--- src/rtl/xadc_pkg.sv ---
// Shared types and constants for the multi-channel XADC reader.
package xadc_pkg;

    typedef enum logic [1:0] {IDLE, REQ, WAIT, ACC} state_t;

    localparam int         ADC_W        = 12;
    localparam logic [4:0] AUX_CH_BASE  = 5'h10;
    localparam logic [6:0] DRP_AUX_BASE = 7'h10;

    // DRP status register address of auxiliary input k
    function automatic logic [6:0] aux_drp_addr(input logic [3:0] k);
        return DRP_AUX_BASE + {3'b000, k};
    endfunction

endpackage

--- src/rtl/xadc_avg_bank.sv ---
// Per-channel accumulate/average storage with registered readout port.
// Optional peak hold is compiled in with XADC_PEAK_HOLD_EN.
module xadc_avg_bank
    import xadc_pkg::*;
#(
    parameter int NUM_CH   = 4,
    parameter int AVG_LOG2 = 2,
    localparam int SEL_W   = (NUM_CH > 1) ? $clog2(NUM_CH) : 1
) (
    input  logic              clk,
    input  logic              reset,
    input  logic              wr_en,
    input  logic [SEL_W-1:0]  wr_ch,
    input  logic [ADC_W-1:0]  wr_sample,
    input  logic [SEL_W-1:0]  sel,
    output logic              pub_valid,
    output logic [2:0]        pub_ch,
    output logic [ADC_W-1:0]  pub_data,
    output logic [NUM_CH-1:0] ch_valid,
    output logic [ADC_W-1:0]  sel_data,
    output logic [ADC_W-1:0]  sel_peak
);

    localparam int ACC_W = ADC_W + AVG_LOG2;
    localparam int CNT_W = (AVG_LOG2 > 0) ? AVG_LOG2 : 1;
    localparam logic [CNT_W-1:0] CNT_LAST = CNT_W'((1 << AVG_LOG2) - 1);

    logic [ACC_W-1:0] acc    [NUM_CH];
    logic [CNT_W-1:0] cnt    [NUM_CH];
    logic [ADC_W-1:0] result [NUM_CH];

    logic [ACC_W-1:0] wr_sum;
    logic [ADC_W-1:0] wr_avg;
    logic             wr_last;
    logic             sel_ok;

    function automatic logic [ADC_W-1:0] avg_trunc(input logic [ACC_W-1:0] sum);
        return ADC_W'(sum >> AVG_LOG2);
    endfunction

    always_comb begin
        wr_sum  = acc[wr_ch] + ACC_W'(wr_sample);
        wr_avg  = avg_trunc(wr_sum);
        wr_last = (AVG_LOG2 == 0) || (cnt[wr_ch] == CNT_LAST);
        sel_ok  = 32'(sel) < NUM_CH;
    end

    // ---- stage p2: accumulate / publish ----
    always_ff @(posedge clk) begin
        if (reset) begin
            for (int i = 0; i < NUM_CH; i++) begin
                acc[i]    <= '0;
                cnt[i]    <= '0;
                result[i] <= '0;
            end
            pub_valid <= 1'b0;
            pub_ch    <= '0;
            pub_data  <= '0;
            ch_valid  <= '0;
            sel_data  <= '0;
        end else begin
            pub_valid <= 1'b0;
            if (wr_en) begin
                if (wr_last) begin
                    acc[wr_ch]      <= '0;
                    cnt[wr_ch]      <= '0;
                    result[wr_ch]   <= wr_avg;
                    pub_valid       <= 1'b1;
                    pub_ch          <= 3'(wr_ch);
                    pub_data        <= wr_avg;
                    ch_valid[wr_ch] <= 1'b1;
                end else begin
                    acc[wr_ch] <= wr_sum;
                    cnt[wr_ch] <= cnt[wr_ch] + 1'b1;
                end
            end
            // bypass so a freshly published average shows up with sample_valid
            if (!sel_ok)
                sel_data <= '0;
            else if (wr_en && wr_last && wr_ch == sel)
                sel_data <= wr_avg;
            else
                sel_data <= result[sel];
        end
    end

`ifdef XADC_PEAK_HOLD_EN
    logic [ADC_W-1:0] peak [NUM_CH];
    logic [ADC_W-1:0] peak_next;

    function automatic logic [ADC_W-1:0] max_u(input logic [ADC_W-1:0] a,
                                               input logic [ADC_W-1:0] b);
        return (a > b) ? a : b;
    endfunction

    always_comb peak_next = max_u(peak[wr_ch], wr_sample);

    always_ff @(posedge clk) begin
        if (reset) begin
            for (int i = 0; i < NUM_CH; i++) peak[i] <= '0;
            sel_peak <= '0;
        end else begin
            if (wr_en) peak[wr_ch] <= peak_next;
            if (!sel_ok)
                sel_peak <= '0;
            else if (wr_en && wr_ch == sel)
                sel_peak <= peak_next;
            else
                sel_peak <= peak[sel];
        end
    end
`else
    assign sel_peak = '0;
`endif

endmodule

--- src/rtl/xadc_multi_channel_reader.sv ---
// XADC sequencer front end: DRP read per eoc, per-channel averaging, readout port.
// Optional feature macro: XADC_PEAK_HOLD_EN (per-channel peak hold on sel_peak).
module xadc_multi_channel_reader
    import xadc_pkg::*;
#(
    parameter int NUM_CH   = 4,
    parameter int BASE_AUX = 5,
    parameter int AVG_LOG2 = 2,
    parameter int TIMEOUT  = 64,
    localparam int SEL_W   = (NUM_CH > 1) ? $clog2(NUM_CH) : 1
) (
    input  logic              clk,
    input  logic              reset,
    input  logic              eoc_in,
    input  logic [4:0]        channel_in,
    output logic [6:0]        drp_daddr,
    output logic              drp_den,
    output logic              drp_dwe,
    input  logic [15:0]       drp_do,
    input  logic              drp_drdy,
    input  logic [SEL_W-1:0]  sel,
    output logic [11:0]       sel_data,
    output logic [11:0]       sel_peak,
    output logic              sample_valid,
    output logic [2:0]        sample_ch,
    output logic [11:0]       sample_data,
    output logic [NUM_CH-1:0] ch_valid,
    output logic              overrun,
    output logic              timeout_err
);

    localparam logic [5:0] CH_LO = 6'(AUX_CH_BASE) + 6'(BASE_AUX);
    localparam logic [5:0] CH_HI = CH_LO + 6'(NUM_CH);
    localparam int         TMR_W = $clog2(TIMEOUT + 1);
    localparam logic [TMR_W-1:0] TMR_LAST = TMR_W'(TIMEOUT - 1);

    state_t           state, next_state;
    logic [SEL_W-1:0] ch_idx;
    logic [TMR_W-1:0] timer;
    logic [ADC_W-1:0] sample_p1;
    logic             ch_hit;
    logic             tmr_done;
    logic             bank_wr;

    assign ch_hit   = eoc_in && ({1'b0, channel_in} >= CH_LO) && ({1'b0, channel_in} < CH_HI);
    assign tmr_done = (timer == TMR_LAST);
    assign drp_dwe  = 1'b0;

    always_ff @(posedge clk) begin
        if (reset) state <= IDLE;
        else       state <= next_state;
    end

    always_comb begin
        next_state = state;
        unique case (state)
            IDLE: if (ch_hit) next_state = REQ;
            REQ:  next_state = WAIT;
            WAIT: begin
                if (drp_drdy)      next_state = ACC;
                else if (tmr_done) next_state = IDLE;
            end
            ACC:  next_state = IDLE;
            default: next_state = IDLE;
        endcase
    end

    always_comb begin
        drp_den   = 1'b0;
        drp_daddr = '0;
        bank_wr   = 1'b0;
        unique case (state)
            REQ: begin
                drp_den   = 1'b1;
                drp_daddr = aux_drp_addr(4'(BASE_AUX) + 4'(ch_idx));
            end
            ACC:     bank_wr = 1'b1;
            default: ;
        endcase
    end

    // ---- stage p1: channel latch, DRP wait, sample capture ----
    always_ff @(posedge clk) begin
        if (reset) begin
            ch_idx      <= '0;
            timer       <= '0;
            sample_p1   <= '0;
            overrun     <= 1'b0;
            timeout_err <= 1'b0;
        end else begin
            if (state == IDLE && ch_hit)
                ch_idx <= SEL_W'(channel_in - CH_LO[4:0]);
            if (state == REQ)
                timer <= '0;
            else if (state == WAIT)
                timer <= timer + 1'b1;
            if (state == WAIT && drp_drdy)
                sample_p1 <= ADC_W'(drp_do >> 4);
            if (eoc_in && state != IDLE)
                overrun <= 1'b1;
            if (state == WAIT && !drp_drdy && tmr_done)
                timeout_err <= 1'b1;
        end
    end

    xadc_avg_bank #(
        .NUM_CH   (NUM_CH),
        .AVG_LOG2 (AVG_LOG2)
    ) u_bank (
        .clk       (clk),
        .reset     (reset),
        .wr_en     (bank_wr),
        .wr_ch     (ch_idx),
        .wr_sample (sample_p1),
        .sel       (sel),
        .pub_valid (sample_valid),
        .pub_ch    (sample_ch),
        .pub_data  (sample_data),
        .ch_valid  (ch_valid),
        .sel_data  (sel_data),
        .sel_peak  (sel_peak)
    );

endmodule

--- config.mk ---
export PLATFORM = sky130hd
export DESIGN_NAME = xadc_multi_channel_reader
export DESIGN_NICKNAME = d
export VERILOG_FILES = /design/src/rtl/xadc_pkg.sv /design/src/rtl/xadc_avg_bank.sv /design/src/rtl/xadc_multi_channel_reader.sv
export SDC_FILE = /design/constraint.sdc
export NUM_CORES = 1
export LEC_CHECK = 0
export CAP_MARGIN = 15
export CORE_MARGIN = 10
export CORE_UTILIZATION = 45
export DETAILED_ROUTE_END_ITERATION = 6
export HOLD_SLACK_MARGIN = 0.03
export PLACE_DENSITY = 0.64
export SKIP_CTS_REPAIR_TIMING = 1
export SLEW_MARGIN = 20
export SYNTH_ARGS = -nofsm -noshare
export SYNTH_HDL_FRONTEND = slang
export SYNTH_SLANG_ARGS = --single-unit
--- constraint.sdc ---
create_clock -name clk -period 7.95 [get_ports clk]
set_input_delay 1.59 -clock clk [delete_from_list [all_inputs] [get_ports clk]]
set_output_delay 1.59 -clock clk [all_outputs]
set_load 0.05 [all_outputs]
==> results of run 1 <==
[layout make-up]
type	count	area, µm²	share of cell area, %
Clock buffer	21	440	4.82
Sequential cell	170	4520	49.6
Multi-Input combinational cell	442	3030	33.2
Timing Repair Buffer	66	648	7.10
Tap cell	225	282	3.08
Clock inverter	11	123	1.34
Inverter	21	78.8	0.863
[sequential cells by signal, summed over array words and instances, names as in the netlist, named ones only]
| name | cells |
|---|---|
| u_bank.acc | 56 |
| u_bank.result | 48 |
| sample_p1 | 12 |
| u_bank.pub_data | 12 |
| u_bank.sel_data | 12 |
| u_bank.cnt | 8 |
| timer | 7 |
| u_bank.ch_valid | 4 |
| ch_idx | 2 |
| state | 2 |
| u_bank.pub_ch | 2 |
| overrun | 1 |
| timeout_err | 1 |
| u_bank.pub_valid | 1 |
[cells by family after synthesis]
kind of cell / synth area share, %
multiplexers: 9.17
flip-flops: 57.4
adder cells (fa/ha/maj): 3.27
XOR/XNOR: 2.51
buffers and inverters: 4.86
AO/OA/AOI/OAI: 7.59
AND/OR/NAND/NOR: 15.2
other: 0.0476
[critical path: cells and delay by family]
family | cells | cell delay (ns)
AND/OR/NAND/NOR | 4 | 1.44
buffers and inverters | 3 | 1.32
[layer usage]
metal	GRT usage, %	up-vias	share of wire, %
met1	20.6	2572	44
met5	0	-	0
met4	7.24	0	2.5
met2	26.3	157	48
met3	3.81	24	5.5
li1	-	2451	-
[power breakdown]
group	internal, mW	total, mW	switching, mW	leakage, nW
Combinational	0.0529	0.161	0.108	1.43
Clock	0.463	0.802	0.340	0.267
Sequential	0.964	0.974	0.0105	1.62
Total	1.48	1.94	0.459	3.31
[placed cells by master, fill, tap and decap left out, drive strengths merged, types with 2 or more instances in the layout]
| cell type | count |
|---|---|
| a211oi | 3 |
| a21o | 6 |
| a21oi | 36 |
| a221oi | 2 |
| a31oi | 3 |
| and2 | 5 |
| and3 | 7 |
| and4 | 2 |
| buf | 5 |
| bufinv | 2 |
| clkbuf | 21 |
| clkdlybuf4s50 | 61 |
| clkinv | 5 |
| clkinvlp | 2 |
| conb | 16 |
| dfxtp | 58 |
| edfxtp | 112 |
| ha | 19 |
| inv | 23 |
| mux2i | 10 |
| mux4 | 27 |
| nand2 | 64 |
| nand2b | 7 |
| nand3 | 19 |
| nand4 | 4 |
| nor2 | 136 |
| nor2b | 3 |
| nor3 | 16 |
| o21a | 3 |
| o21ai | 12 |
| o22ai | 5 |
| o31ai | 3 |
| xnor2 | 7 |
| xor2 | 10 |
[worst max-delay path by stage]
stage / startpoint / endpoint / slack (ns) / depth (start not counted)
CTS: reset / u_bank.result[2][0] / 3.58 / 7
floorplan: reset / u_bank.result[3][0] / 4.36 / 4
global route: reset / u_bank.result[2][0] / 3.39 / 7
global placement: reset / u_bank.result[2][7] / 3.17 / 7
finish: reset / u_bank.result[2][0] / 3.60 / 7
detailed placement: reset / u_bank.result[2][7] / 3.10 / 7
[per-stage QoR]
step / utilization [%] / total power, mW
floorplan: - / 1.11
global placement: 49.7 / 1.15
detailed placement: 49.7 / 1.15
CTS: 53.0 / 1.95
global route: 53.0 / 2.00
finish: 53.0 / 1.94
==> results_dict.tcl, run 1 <==
set metrics [dict create \
    status "finished, final reports clean" \
    place_area_um2 8570 \
    drv_cap 0 \
    p_per_area_nw_per_um2 212 \
    route.detailed.drc 0 \
    dp_hpwl_um 12600 \
    area_growth_pct 15.8 \
    setup_violations 0 \
    relSlewSlack_pct 35.4 \
    crit_required_ns 7.98 \
    ant_nets 0 \
    leakagePower_nw 3.31 \
    synth_top_area_share_pct 42.7 \
    viasPerCell 5.44 \
    ir_drop_v 0.000150 \
    cts_tree "done" \
    fp.dieH_um 152 \
    crit_type "input pin to register" \
    yosysTopAreaCell "edfxtp_1" \
    synthCells 671 \
    cp_slowest_cell "nand2_1" \
    gp_congestion 0.791 \
    period_share_pct 54.7 \
    yosysSeqAreaShare_pct 57.4 \
    grt_max_degree 46 \
    synth_warnings 0 \
    holdCritStartpoint "overrun" \
    worstPathArrival_ns 4.38 \
    nNetsFinal 765 \
    drtIter0Drc 445 \
    synth_edf_count 112 \
    critPathLaunchType "input pin" \
    firstDrtPassIters 5 \
    grt_use_total_pct 16.4 \
    cts_buffer_depth 2 \
    root_buffer "clkbuf_16" \
    final-max-slew-violation-count 0 \
    row_count 48 \
    finalCriticalPeriod_ns 4.35 \
    fill_cells 1431 \
    instances_no_fill 956 \
    synth.cell_area_um2 7880 \
    ys_ff_latch 170 \
    grt-ovfl-total 0 \
    cp_slowest_stage_delay_ns 0.47 \
    io_pins 82 \
    drive_gt1_share_pct 12.0 \
    fmax_ghz 0.230 \
    reg2reg_depth 8 \
    htreeDepth 4 \
    fp.dieArea_um2 23200 \
    dp.cells 924 \
    holdWs_ns 0.449 \
    ys_types 71 \
    clk_pin_slew_worst_paths_ns 0.06 \
    die_w_um 152 \
    synth-async-reset-ratio_pct 0 \
    wire_per_inst_um 19.6 \
    num_vias 5204 \
    rrSetupSlack_ns 3.99 \
    final_area_um2 9130 \
    setup_tns_ns 0 \
    skew_ns 0.0143 \
    synthTopCellsByCount "nor2_1, edfxtp_1, nand2_1" \
    path_cells "clkdlybuf4s50_1, buf_4, inv_1, and3_1, and3_1, nand2_1, nand2_1" \
    synth_area_leaders "edfxtp_1, dfxtp_1, mux4_2" \
    hp-class "register to register" \
    syn_area_per_cell_um2 11.7 \
    report.final.hold_viol_count 0 \
    synth_flop_cell "edfxtp_1" \
    setup_ws_ns 3.60 \
    place_ws_ns 3.10 \
    r2r-end "u_bank.result[1][6]" \
    initial_core_util_pct 45.7 \
    clk_latency_ns 0.44 \
    grt_antenna_before_repair 0 \
    antennaDiodeCount 0 \
    core-area_um2 17200 \
    drt_wl_total_um 18800 \
    cts.sinks 170 \
    worstSetupEndpointType "register" \
    grt_pass1_wl_um 30000 \
    yosys.cell_count.top_type "nor2_1" \
    rsz0062_at_grt "false" \
    portBuffers 61 \
    grt_pass1_vias 5440 \
    worst_pin_slew_ns 0.965 \
    numCtsBuffers 17 \
    worstHoldEndpoint "overrun" \
    crit_fanout 45 \
    min_path_cells 2 \
]
Note: power is estimated with default switching activity, not from simulation.
==> run 2, diff against run 1 <==
--- a/config.mk
+++ b/config.mk
@@ -10,7 +10,7 @@
 export CORE_UTILIZATION = 45
 export DETAILED_ROUTE_END_ITERATION = 6
 export HOLD_SLACK_MARGIN = 0.03
-export PLACE_DENSITY = 0.64
+export PLACE_DENSITY = 0.66
 export SKIP_CTS_REPAIR_TIMING = 1
 export SLEW_MARGIN = 20
 export SYNTH_ARGS = -nofsm -noshare
==> constraint.sdc (replaced) <==
create_clock -name clk -period 3.8 [get_ports clk]
set_input_delay 0.76 -clock clk [delete_from_list [all_inputs] [get_ports clk]]
set_output_delay 0.76 -clock clk [all_outputs]
set_load 0.05 [all_outputs]
==> run 2 against run 1 <==
Clock power rose by 120%. Clock skew is 0.0032 ns lower. Register-to-register slack worse by 3.6 ns. Via count is 2.4% higher. Count of clock-buffer cells in the layout fell by 4. Non-clock buffer count rose by 25. Critical path type is now register to register. Combinational power increased by 120%. Global-route usage decreased by 0.094 points. Utilization increased by 1.6 points.
==> results_dict.tcl, run 2 (same netlist as run 1, synthesis figures left out) <==
set metrics [dict create \
    status "finished, final reports clean" \
    worstSetupEndpointType "register" \
    reg2reg_depth 9 \
    initial_core_util_pct 45.7 \
    route.detailed.drc 0 \
    root_buffer "clkbuf_16" \
    regMostFlops "u_bank.acc" \
    fill_cells 1406 \
    ant_nets 0 \
    final_common_cell "nor2_1" \
    htreeDepth 4 \
    place_ws_ns 0.399 \
    crit_required_ns 3.95 \
    cts_tree "done" \
    cts.sinks 170 \
    path_cells "buf_12, mux4_2, ha_1, a21o_1, a32o_1, nor2_2, a21oi_2, xnor2_2, nor2_1" \
    portBuffers 61 \
    antennaDiodeCount 0 \
    cp_slowest_cell "xnor2_2" \
    nNetsFinal 790 \
    grt_pass1_wl_um 30000 \
    setup_violations 0 \
    holdWs_ns 0.454 \
    setup_ws_ns 0.362 \
    reg_top3 "u_bank.acc x56, u_bank.result x48" \
    ir_drop_v 0.000276 \
    drv_cap 0 \
    grt-ovfl-total 0 \
    clk_latency_ns 0.43 \
    report.final.hold_viol_count 0 \
    leakagePower_nw 3.47 \
    fp.dieH_um 152 \
    numCtsBuffers 17 \
    core-area_um2 17200 \
    cp_slowest_stage_delay_ns 0.58 \
    r2r-end "u_bank.acc[0][13]" \
    final-max-slew-violation-count 0 \
    gp_congestion 0.863 \
    largest_reg_flops 56 \
    p_per_area_nw_per_um2 446 \
    rrSetupSlack_ns 0.36 \
    worst_pin_slew_ns 0.807 \
    num_vias 5330 \
    crit_type "register to register" \
    finalPower_mw 4.19 \
    crit_fanout 15 \
    drtIter0Drc 331 \
    area_growth_pct 19.3 \
    worstPathArrival_ns 3.59 \
    dp_hpwl_um 13000 \
    firstDrtPassIters 5 \
    setup_tns_ns 0 \
    skew_ns 0.0111 \
    final_cell_mix "nor2_1, edfxtp_1, nand2_1" \
    fmax_ghz 0.291 \
    rsz0062_at_grt "false" \
    fp.dieArea_um2 23200 \
    grt_pass1_vias 5366 \
    die_w_um 152 \
    critPathCapture "u_bank.acc[0][13]" \
    relSlewSlack_pct 46.1 \
    wire_per_inst_um 19.3 \
    critPathLaunchType "register" \
    clk_pin_slew_worst_paths_ns 0.07 \
    grt_max_degree 30 \
    row_count 48 \
    drive_gt1_share_pct 15.7 \
    grt_use_total_pct 16.3 \
    drt_wl_total_um 18900 \
    io_pins 82 \
    finalCriticalPeriod_ns 3.44 \
    period_share_pct 90.5 \
    cts_buffer_depth 2 \
    viasPerCell 5.43 \
    grt_antenna_before_repair 0 \
    hp-class "register to register" \
]
[run 2: cell types whose count changed in the layout (fill, tap and decap cells not counted)]
cell,change
clkbuf_1,-4
inv_6,+3
clkinv_1,-2
buf_4,+23
inv_8,+3
buf_12,+2
clkinv_8,+3
clkinv_2,-1
clkinv_4,-2
[run 2: power by group]
group	total, mW	internal (mW)	switching, mW
clock	1.80	1.01	0.790
sequential	2.04	2.01	0.0208
combinational	0.357	0.127	0.230
total	4.19	3.15	1.04
[run 2: worst max-delay path, delay by kind of cell, from the launching register on]
| family | cells | cell delay (ns) |
|---|---|---|
| AO/OA/AOI/OAI | 3 | 0.63 |
| XOR/XNOR | 1 | 0.58 |
| multiplexers | 1 | 0.54 |
| flip-flops | 1 | 0.44 |
| adder cells (fa/ha/maj) | 1 | 0.41 |
| AND/OR/NAND/NOR | 2 | 0.33 |
| buffers and inverters | 1 | 0.21 |
[run 2: per-stage QoR]
step	cell area, µm²	std cells	util, %
after global routing	9410	981	54.6
after floorplan	7940	686	-
final	9410	981	54.6
after CTS	9410	981	54.6
after global placement	8780	949	50.9
after detailed placement	8780	949	50.9
[run 2: final cells by class]
| class | instances | area [µm²] | area share (%) |
|---|---|---|---|
| inverter | 21 | 78.8 | 0.838 |
| sequential | 170 | 4520 | 48.1 |
| tap | 225 | 282 | 2.99 |
| timing repair buffer | 91 | 861 | 9.15 |
| multi-input combinational | 442 | 3030 | 32.2 |
| clock buffer | 17 | 425 | 4.52 |
| clock inverter | 15 | 201 | 2.14 |
[run 2: per-layer routing]
layer / global-route usage (%) / wire length, µm
met1: 21.0 / 8430
met4: 5.73 / 419
met3: 3.75 / 965
met5: 0 / 0
met2: 26.3 / 9080
[run 2: how the worst min path moves through the flow]
| stage | startpoint | slack, ns | end | depth (start not counted) |
|---|---|---|---|---|
| floorplan | sample_p1[0] | 0.44 | sample_p1[0] | 2 |
| global placement | overrun | 0.44 | overrun | 2 |
| CTS | overrun | 0.45 | overrun | 2 |
| global route | overrun | 0.48 | overrun | 2 |
| finish | overrun | 0.45 | overrun | 2 |
| detailed placement | overrun | 0.44 | overrun | 2 |
